`config.mk`:
```
export PLATFORM = sky130hd
export DESIGN_NAME = stream_mux_arb
export DESIGN_NICKNAME = d
export VERILOG_FILES = /design/src/rtl/stream_mux_pkg.sv /design/src/rtl/stream_mux_arb_rr_pick.sv /design/src/rtl/stream_mux_arb.sv
export SDC_FILE = /design/constraint.sdc
export NUM_CORES = 1
export LEC_CHECK = 0
export CAP_MARGIN = 20
export CORE_MARGIN = 10
export CORE_UTILIZATION = 34
export CTS_BUF_LIST = sky130_fd_sc_hd__clkbuf_8
export DETAILED_ROUTE_END_ITERATION = 10
export PLACE_DENSITY = 0.9
export SYNTH_ARGS = -nofsm -noshare
export SYNTH_HDL_FRONTEND = slang
export SYNTH_SLANG_ARGS = --single-unit
export TNS_END_PERCENT = 5
```
`constraint.sdc`:
```
create_clock -name clk -period 4.05 [get_ports clk]
set_input_delay 1.0125 -clock clk [delete_from_list [all_inputs] [get_ports clk]]
set_output_delay 1.0125 -clock clk [all_outputs]
set_load 0.1 [all_outputs]
```
`src/rtl/stream_mux_pkg.sv`:
```
// rtl/stream_mux_pkg.sv - select-mode encodings and reset values for the stream mux
package stream_mux_pkg;

    localparam logic [1:0] MODE_RR    = 2'd0;
    localparam logic [1:0] MODE_PRIO  = 2'd1;
    localparam logic [1:0] MODE_FORCE = 2'd2;
    localparam logic [1:0] MODE_HOLD  = 2'd3;

    localparam logic RST_OUT_VALID = 1'b0;
    localparam logic RST_OUT_LAST  = 1'b0;
    localparam logic RST_LOCK      = 1'b0;
    localparam int   RST_OUT_DATA  = 0;
    localparam int   RST_OUT_SRC   = 0;
    localparam int   RST_RR_PTR    = 0;
    localparam int   RST_LOCK_CH   = 0;

endpackage

```
`src/rtl/stream_mux_arb_rr_pick.sv`:
```
// rtl/stream_mux_arb_rr_pick.sv - first requester at or after a start index, wrapping mod N_IN
module rr_pick #(
    parameter  int N_IN = 4,
    localparam int SELW = $clog2(N_IN)
) (
    input  logic [N_IN-1:0] req,
    input  logic [SELW-1:0] start,
    output logic            grant_valid,
    output logic [SELW-1:0] grant
);

    logic [N_IN-1:0] rot;
    int              off;
    int              idx;

    always_comb begin
        rot = '0;
        for (int i = 0; i < N_IN; i++) begin
            idx = int'(start) + i;
            if (idx >= N_IN) idx = idx - N_IN;
            rot[i] = req[idx];
        end
    end

    // Descending scan so the lowest rotated offset is the one that sticks.
    always_comb begin
        grant_valid = 1'b0;
        off         = 0;
        for (int i = N_IN - 1; i >= 0; i--) begin
            if (rot[i]) begin
                grant_valid = 1'b1;
                off         = i;
            end
        end
    end

    always_comb begin
        int g;
        g = int'(start) + off;
        if (g >= N_IN) g = g - N_IN;
        grant = SELW'(g);
    end

endmodule

```
`src/rtl/stream_mux_arb.sv`:
```
// rtl/stream_mux_arb.sv - N-input registered stream mux with packet-atomic RR/priority/forced arbitration
module stream_mux_arb
    import stream_mux_pkg::*;
#(
    parameter  int WIDTH = 32,
    parameter  int N_IN  = 4,
    localparam int SELW  = $clog2(N_IN)
) (
    input  logic                  clk,
    input  logic                  rst,
    input  logic [N_IN*WIDTH-1:0] in_data,
    input  logic [N_IN-1:0]       in_valid,
    input  logic [N_IN-1:0]       in_last,
    output logic [N_IN-1:0]       in_ready,
    input  logic [1:0]            mode,
    input  logic [SELW-1:0]       force_sel,
    output logic [WIDTH-1:0]      out_data,
    output logic                  out_valid,
    output logic                  out_last,
    output logic [SELW-1:0]       out_src,
    input  logic                  out_ready
);

    logic            lock;
    logic [SELW-1:0] lock_ch;
    logic [SELW-1:0] rr_ptr;

    logic            load;
    logic [SELW-1:0] pick_start;
    logic            pick_valid;
    logic [SELW-1:0] pick_grant;
    logic            grant_valid;
    logic [SELW-1:0] grant;
    logic            grant_last;

    assign load = !out_valid | out_ready;

    // Priority mode is round-robin anchored at channel 0.
    assign pick_start = (mode == MODE_RR) ? rr_ptr : '0;

    rr_pick #(.N_IN(N_IN)) u_pick (
        .req         (in_valid),
        .start       (pick_start),
        .grant_valid (pick_valid),
        .grant       (pick_grant)
    );

    always_comb begin
        grant_valid = 1'b0;
        grant       = '0;
        if (lock) begin
            grant       = lock_ch;
            grant_valid = in_valid[lock_ch];
        end else begin
            case (mode)
                MODE_RR, MODE_PRIO: begin
                    grant       = pick_grant;
                    grant_valid = pick_valid;
                end
                MODE_FORCE: begin
                    if (int'(force_sel) < N_IN) begin
                        grant       = force_sel;
                        grant_valid = in_valid[force_sel];
                    end
                end
                default: begin
                    grant_valid = 1'b0;
                end
            endcase
        end
    end

    assign grant_last = in_last[grant];

    always_comb begin
        in_ready = '0;
        for (int k = 0; k < N_IN; k++) begin
            in_ready[k] = !rst & load & grant_valid & (grant == SELW'(k));
        end
    end

    always_ff @(posedge clk) begin
        if (rst) begin
            out_valid <= RST_OUT_VALID;
            out_data  <= WIDTH'(RST_OUT_DATA);
            out_last  <= RST_OUT_LAST;
            out_src   <= SELW'(RST_OUT_SRC);
            rr_ptr    <= SELW'(RST_RR_PTR);
            lock      <= RST_LOCK;
            lock_ch   <= SELW'(RST_LOCK_CH);
        end else if (load) begin
            if (grant_valid) begin
                out_valid <= 1'b1;
                out_data  <= in_data[grant*WIDTH +: WIDTH];
                out_last  <= grant_last;
                out_src   <= grant;
                lock      <= !grant_last;
                if (!grant_last) begin
                    lock_ch <= grant;
                end
                if (grant_last && mode == MODE_RR) begin
                    rr_ptr <= (int'(grant) == N_IN - 1) ? '0 : grant + 1'b1;
                end
            end else begin
                out_valid <= 1'b0;
            end
        end
    end

endmodule

```
==> impl_metrics.tcl, run 1 <==
set metrics [dict create \
    post_drt_wl_per_cell_um 18.87 \
    cts_tree "built" \
    synth_enable_flop_cells 0 \
    violations "negative setup slack" \
    clockBufferDepth 2 \
    port_buffers 182 \
    synth_flop_cell "dfxtp_1" \
    power_density_nw_per_um2 474.4 \
    syn_inst 296 \
    drt_iter0_markers 166 \
    synth_top_area_share_pct 28.45 \
    timing.rr.start "rr_ptr[1]" \
    die_y_um 112.1 \
    cp_data_arrival_time_ps 3070 \
    clk_latency_ps 290 \
    skew_ps 14.78 \
    worst_slew_pin_slew_ps 1055 \
    critPathMaxFanout 4 \
    io_pins 183 \
    vias 3187 \
    dp_hpwl_um 9233 \
    p_leak_uw 0.002069 \
    synthTopCellsByCount "dfxtp_1, mux2i_1, o21ai_1, a22oi_1, mux2_4" \
    core_area_um2 8258 \
    gp_congestion 0.9081 \
    initial_utilization_pct 34.94 \
    syn_area_per_cell_um2 9.748 \
    rsz0062_at_grt "yes" \
    total_power_uw 2515 \
    pre_cts_slack_ps -436.1 \
    cts_buffers 5 \
    outcome "finished with violations" \
    synth_warnings 0 \
    final_max_slew_viol_count 0 \
    max_cap_violations 0 \
    viasPerCell 5.225 \
    final_net_count 651 \
    grt_pass1_wl_um 17980 \
    drive_gt1_share_pct 24.36 \
    antenna_left 0 \
    final_util_pct 64.20 \
    dieArea_um2 12570 \
    yosys.area.top_type "dfxtp_1" \
    async_flop_share_pct 0 \
    multi_input_area_um2 2017 \
    synth-seq-area-share_pct 28.45 \
    antenna_found_initial 0 \
    finalCritPeriodShare_pct 100.7 \
    hold_path_class "flip-flop to flip-flop" \
    layout_setup_ws_ps -27.93 \
    routed_wl_um 11510 \
    hold_viol 0 \
    htree_levels 2 \
    die_w_um 112.1 \
    min_from "out_data[13]" \
    grt_pass1_vias 3544 \
    rows 33 \
    required_ps 3040 \
    grt.total_usage_pct 17.10 \
    regArea_um2 820.8 \
    synth_seq_cells 41 \
    fmax_mhz 245.2 \
    finalNonFillerCells 610 \
    syn_area_um2 2885 \
    relSlewSlack_pct 29.46 \
    clock_sinks 41 \
    grt_max_degree 42 \
    setup_viol 2 \
    period_needed_ps 4078 \
    yosysMostFrequentCell "dfxtp_1" \
    worst_ir_drop_vdd_mv 0.2320 \
    cts_root_buffer "clkbuf_8" \
    grt_overflow_total 0 \
    area_growth_pct 83.74 \
    holdWs_ps 500.0 \
    end_kind "output port" \
    synthTopCellsByArea "dfxtp_1, mux2_4, mux2i_1" \
    cts.reportedPaths.clkPinSlew_ps 90 \
    synth_nets 443 \
    dr.pass1.iters 5 \
    drc 0 \
    n_antenna_cell 0 \
    dp_cells 588 \
    criticalPathCategory "input pin to output port" \
    worst_setup_path_start_kind "input pin" \
    nFillCells 631 \
    critPathLaunch "mode[0]" \
    synth.distinct_cells 47 \
]
metrics by stage:
step	area (um2)	TNS, ps
global route	5301	-340.5
CTS	5234	0
detailed placement	5035	-8099
floorplan	2957	-376.7
finish	5301	-43.47
global placement	5035	-4946
timing repair:
item	4_1_cts	5_1_grt
gates resized for setup	24	15
hold buffers	0	0
setup buffers	13	1
cloned	0	0
endpoints found under the setup margin	4	32
pin swaps	7	8
endpoints found under the hold margin	0	0
cell usage in the layout, fill, tap and decap left out, types with 2 or more instances in the layout:
cell / n
o21ai_0: 5
a21oi_2: 5
mux2_4: 31
o31ai_1: 2
clkdlybuf4s15_1: 2
a21oi_1: 7
mux2_2: 3
or2_2: 2
ha_4: 2
a21o_1: 2
buf_4: 41
o22ai_2: 2
buf_12: 6
mux4_2: 2
o21ai_1: 32
clkbuf_8: 5
inv_1: 6
dfxtp_1: 41
a32o_1: 2
nor2_2: 2
a22oi_1: 31
nand2_1: 5
nor2b_1: 5
clkdlybuf4s50_1: 172
buf_6: 3
ha_1: 2
a211oi_2: 2
and2_4: 2
o2111ai_1: 2
nor2_1: 9
and2_2: 2
a31oi_1: 4
nor3_1: 2
nand2b_1: 3
mux2i_1: 36
report_power, final:
group | switching (uW) | internal (uW) | leakage (uW) | total, uW
Clock | 145 | 117 | 0.0000467 | 263
Combinational | 1050 | 645 | 0.00169 | 1690
Sequential | 63.2 | 495 | 0.000337 | 559
area by class of cell:
type	count	share of cell area [%]
Clock inverter	3	0.2832
Clock buffer	5	1.298
Sequential cell	41	15.48
Tap cell	105	2.478
Inverter	5	0.4012
Timing Repair Buffer	226	42.01
Multi-Input combinational cell	225	38.05
routing by layer:
metal	vias to the layer above	GRT usage [%]	wire length, um
met5	-	0	0
met4	0	4.907	206
met3	15	5.964	933
met2	137	31.90	6090
met1	1504	17.53	4282
li1	1531	-	-
cell families (layout without fill, tap and decap cells):
logic type      count (synthesis)  in the layout  synth area share (%)
compound gates                106            106                 24.24
mux                            72             72                 31.35
simple gates                   42             42                 7.892
flops                          41             41                 28.45
buf+inv                        30            239                 6.028
fa+ha+maj                       4              4                 1.735
xor+xnor                        1              1                0.3036
worst max-delay path: stages:
cell and delay (ps):
buf_8 100, or4b_4 530, a21oi_2 170, o22ai_2 120, a21oi_2 160, xor2_1 210
o21a_2 230, inv_4 70, ha_4 150, and2_4 140, buf_12 160
flip-flops by register name (all words and copies together) (netlist names):
name,flops
lock,1
lock_ch,2
out_data,32
out_last,1
out_src,2
out_valid,1
rr_ptr,2
final timing paths:
kind / to / slack [ps] / cells after the start
worst max-delay path: in_ready[2] / -30 / 11
worst min-delay path: out_data[13] / 500 / 2
worst max register to register: out_data[31] / 620 / 11
worst min register to register: out_data[13] / 500 / 2
No activity file was read; power rests on OpenSTA's default activity.
==> run 2, diff against run 1 <==
==> constraint.sdc (replaced) <==
create_clock -name clk -period 4.05 [get_ports clk]
set_input_delay 1.0125 -clock clk [delete_from_list [all_inputs] [get_ports clk]]
set_output_delay 1.0125 -clock clk [all_outputs]
set_load 0.01 [all_outputs]
==> impl_metrics.tcl, run 2 (synthesis results as in run 1) <==
set metrics [dict create \
    outcome "finished clean" \
    drt_iter0_markers 149 \
    seqPwrFrac_pct 28.3 \
    critPathMaxFanout 7 \
    die_y_um 112.1 \
    largest_reg_flops 32 \
    dr.pass1.iters 6 \
    finalCritPeriodShare_pct 99.74 \
    antenna_found_initial 0 \
    io_pins 183 \
    initial_utilization_pct 34.94 \
    rows 33 \
    cp_data_arrival_time_ps 3030 \
    final_common_cell "clkdlybuf4s50_1" \
    hold_viol 0 \
    area_growth_pct 80.44 \
    fmax_mhz 247.6 \
    clock_sinks 41 \
    grt.total_usage_pct 17.08 \
    grt_max_degree 38 \
    hold_path_class "flip-flop to flip-flop" \
    nFillCells 654 \
    rsz0062_at_grt "yes" \
    viasPerCell 5.197 \
    relSlewSlack_pct 57.30 \
    grtUsageMet2_pct 30.90 \
    grt_pass1_vias 3442 \
    cts_buffers 5 \
    vias 3139 \
    period_needed_ps 4039 \
    clockBufferDepth 2 \
    rr_worst_depth 12 \
    dp_hpwl_um 9312 \
    hold_buffers 0 \
    max_cap_violations 0 \
    criticalPathCategory "input pin to output port" \
    intPower_uw 1311 \
    routed_wl_um 11460 \
    final_net_count 645 \
    switching_share_pct 33.61 \
    clk_latency_ps 290 \
    gr-usage-met3_pct 6.976 \
    end_kind "output port" \
    stdcell_area_um2 5206 \
    comb_power_share_pct 54.2 \
    p_clk_share_pct 17.5 \
    largest_register "out_data" \
    crit_chain "dlygate4sd2_1 -> buf_4 -> mux2_2 -> o22ai_2 -> o22ai_2 -> buf_4 -> o21ai_4 -> a21oi_4 -> buf_4 -> buf_4 -> ha_1 -> and2_1 -> buf_2" \
    total_power_uw 1975 \
    crit_path_max_incr_delay_ps 270 \
    layout_setup_ws_ps 10.52 \
    port_buffers 182 \
    critPathSlowestCell "mux2_2" \
    htree_levels 2 \
    grt_pass1_wl_um 17650 \
    worst_setup_path_start_kind "input pin" \
    worst_slew_pin_slew_ps 640.5 \
    setup_viol 0 \
    grt_overflow_total 0 \
    cts_root_buffer "clkbuf_8" \
    die_w_um 112.1 \
    grt.busiest_layer "met2" \
    holdPathStages 2 \
    pre_cts_slack_ps -734.7 \
    p_leak_uw 0.002032 \
    cts_tree "built" \
    final_cell_mix "clkdlybuf4s50_1, dfxtp_1, mux2i_1" \
    core_area_um2 8258 \
    worst_ir_drop_vdd_mv 0.1729 \
    n_antenna_cell 0 \
    post_drt_wl_per_cell_um 18.97 \
    path_common_cell "buf_4" \
    antenna_left 0 \
    drive_gt1_share_pct 23.25 \
    use_met1_pct 17.85 \
    final_max_slew_viol_count 0 \
    power_density_nw_per_um2 379.3 \
    drc 0 \
    gp_congestion 0.8529 \
    skew_ps 5.652 \
    switching_power_uw 663.7 \
    required_ps 3040 \
    place_area_um2 4995 \
    dieArea_um2 12570 \
    cts.reportedPaths.clkPinSlew_ps 80 \
]
run 2: changes by cell type in the layout (fill, tap and decap cells not counted), sizes merged:
| cell | delta |
|---|---|
| buf | -7 |
| clkbuf | +2 |
| clkdlybuf4s15 | -2 |
| dlygate4sd2 | +2 |
| bufinv | +1 |
| clkinvlp | -1 |
| inv | -1 |
run 2: worst paths after layout:
path	startpoint	endpoint	slack (ps)
worst max-delay path	in_valid[3]	in_ready[0]	10
worst min-delay path	out_data[31]	out_data[31]	500
worst max register to register	rr_ptr[1]	out_data[31]	650
worst min register to register	out_data[31]	out_data[31]	500
run 2: final cells by class:
cell class / instances / area (um2) / area share [%]
Clock buffer: 6 / 82.58 / 1.586
Tap cell: 105 / 131.4 / 2.523
Sequential cell: 41 / 820.8 / 15.77
Clock inverter: 2 / 33.78 / 0.6489
Multi-Input combinational cell: 225 / 2007 / 38.55
Inverter: 5 / 23.77 / 0.4566
Timing Repair Buffer: 220 / 2107 / 40.47
run 2: worst max-delay path, delay by kind of cell:
kind	cells	cell delay, ps
adder cells (fa/ha/maj)	1	180
multiplexers	1	270
AO/OA/AOI/OAI	4	450
buffers and inverters	6	980
AND/OR/NAND/NOR	1	130
run 2: power by group through the flow:
stage                     Clock (uW)  Combinational, uW  Sequential [uW]
after floorplan                    0                572              587
after global placement             0               1010              558
after detailed placement           0               1040              564
after CTS                        356               1070              557
after global routing             367               1140              571
final                            346               1070              559
run 2: through the flow:
| stage | hold WS, ps | utilization, % | cells | setup TNS (ps) |
|---|---|---|---|---|
| 6_report | 497.9 | 63.05 | 604 | 0 |
| 5_1_grt | 526.8 | 63.05 | 604 | -256.5 |
| 4_1_cts | 503.3 | 62.88 | 604 | 0 |
| 3_5_place_dp | 485.2 | 60.48 | 590 | -9393 |
| 3_3_place_gp | 471.9 | 60.48 | 590 | -6204 |
| 2_1_floorplan | 523.9 | - | 296 | -1.820 |
run 2: metal layers:
layer	routed length (um)	vias up
li1	-	1523
met1	4252	1462
met2	5998	138
met3	1001	16
met4	205	0
met5	0	-
run 2: timing repair:
item | CTS | global route
endpoints found under the hold margin | 0 | 0
setup endpoints to repair | 4 | 4
buffers inserted | 6 | 0
pin swaps | 6 | 0
gates resized for setup | 45 | 6
==> run 3, diff against run 2 <==
- GPL_ROUTABILITY_DRIVEN: default -> 1
==> results of run 3 <==
Same layout as run 2: the final DEF is identical, and so are final timing and power.
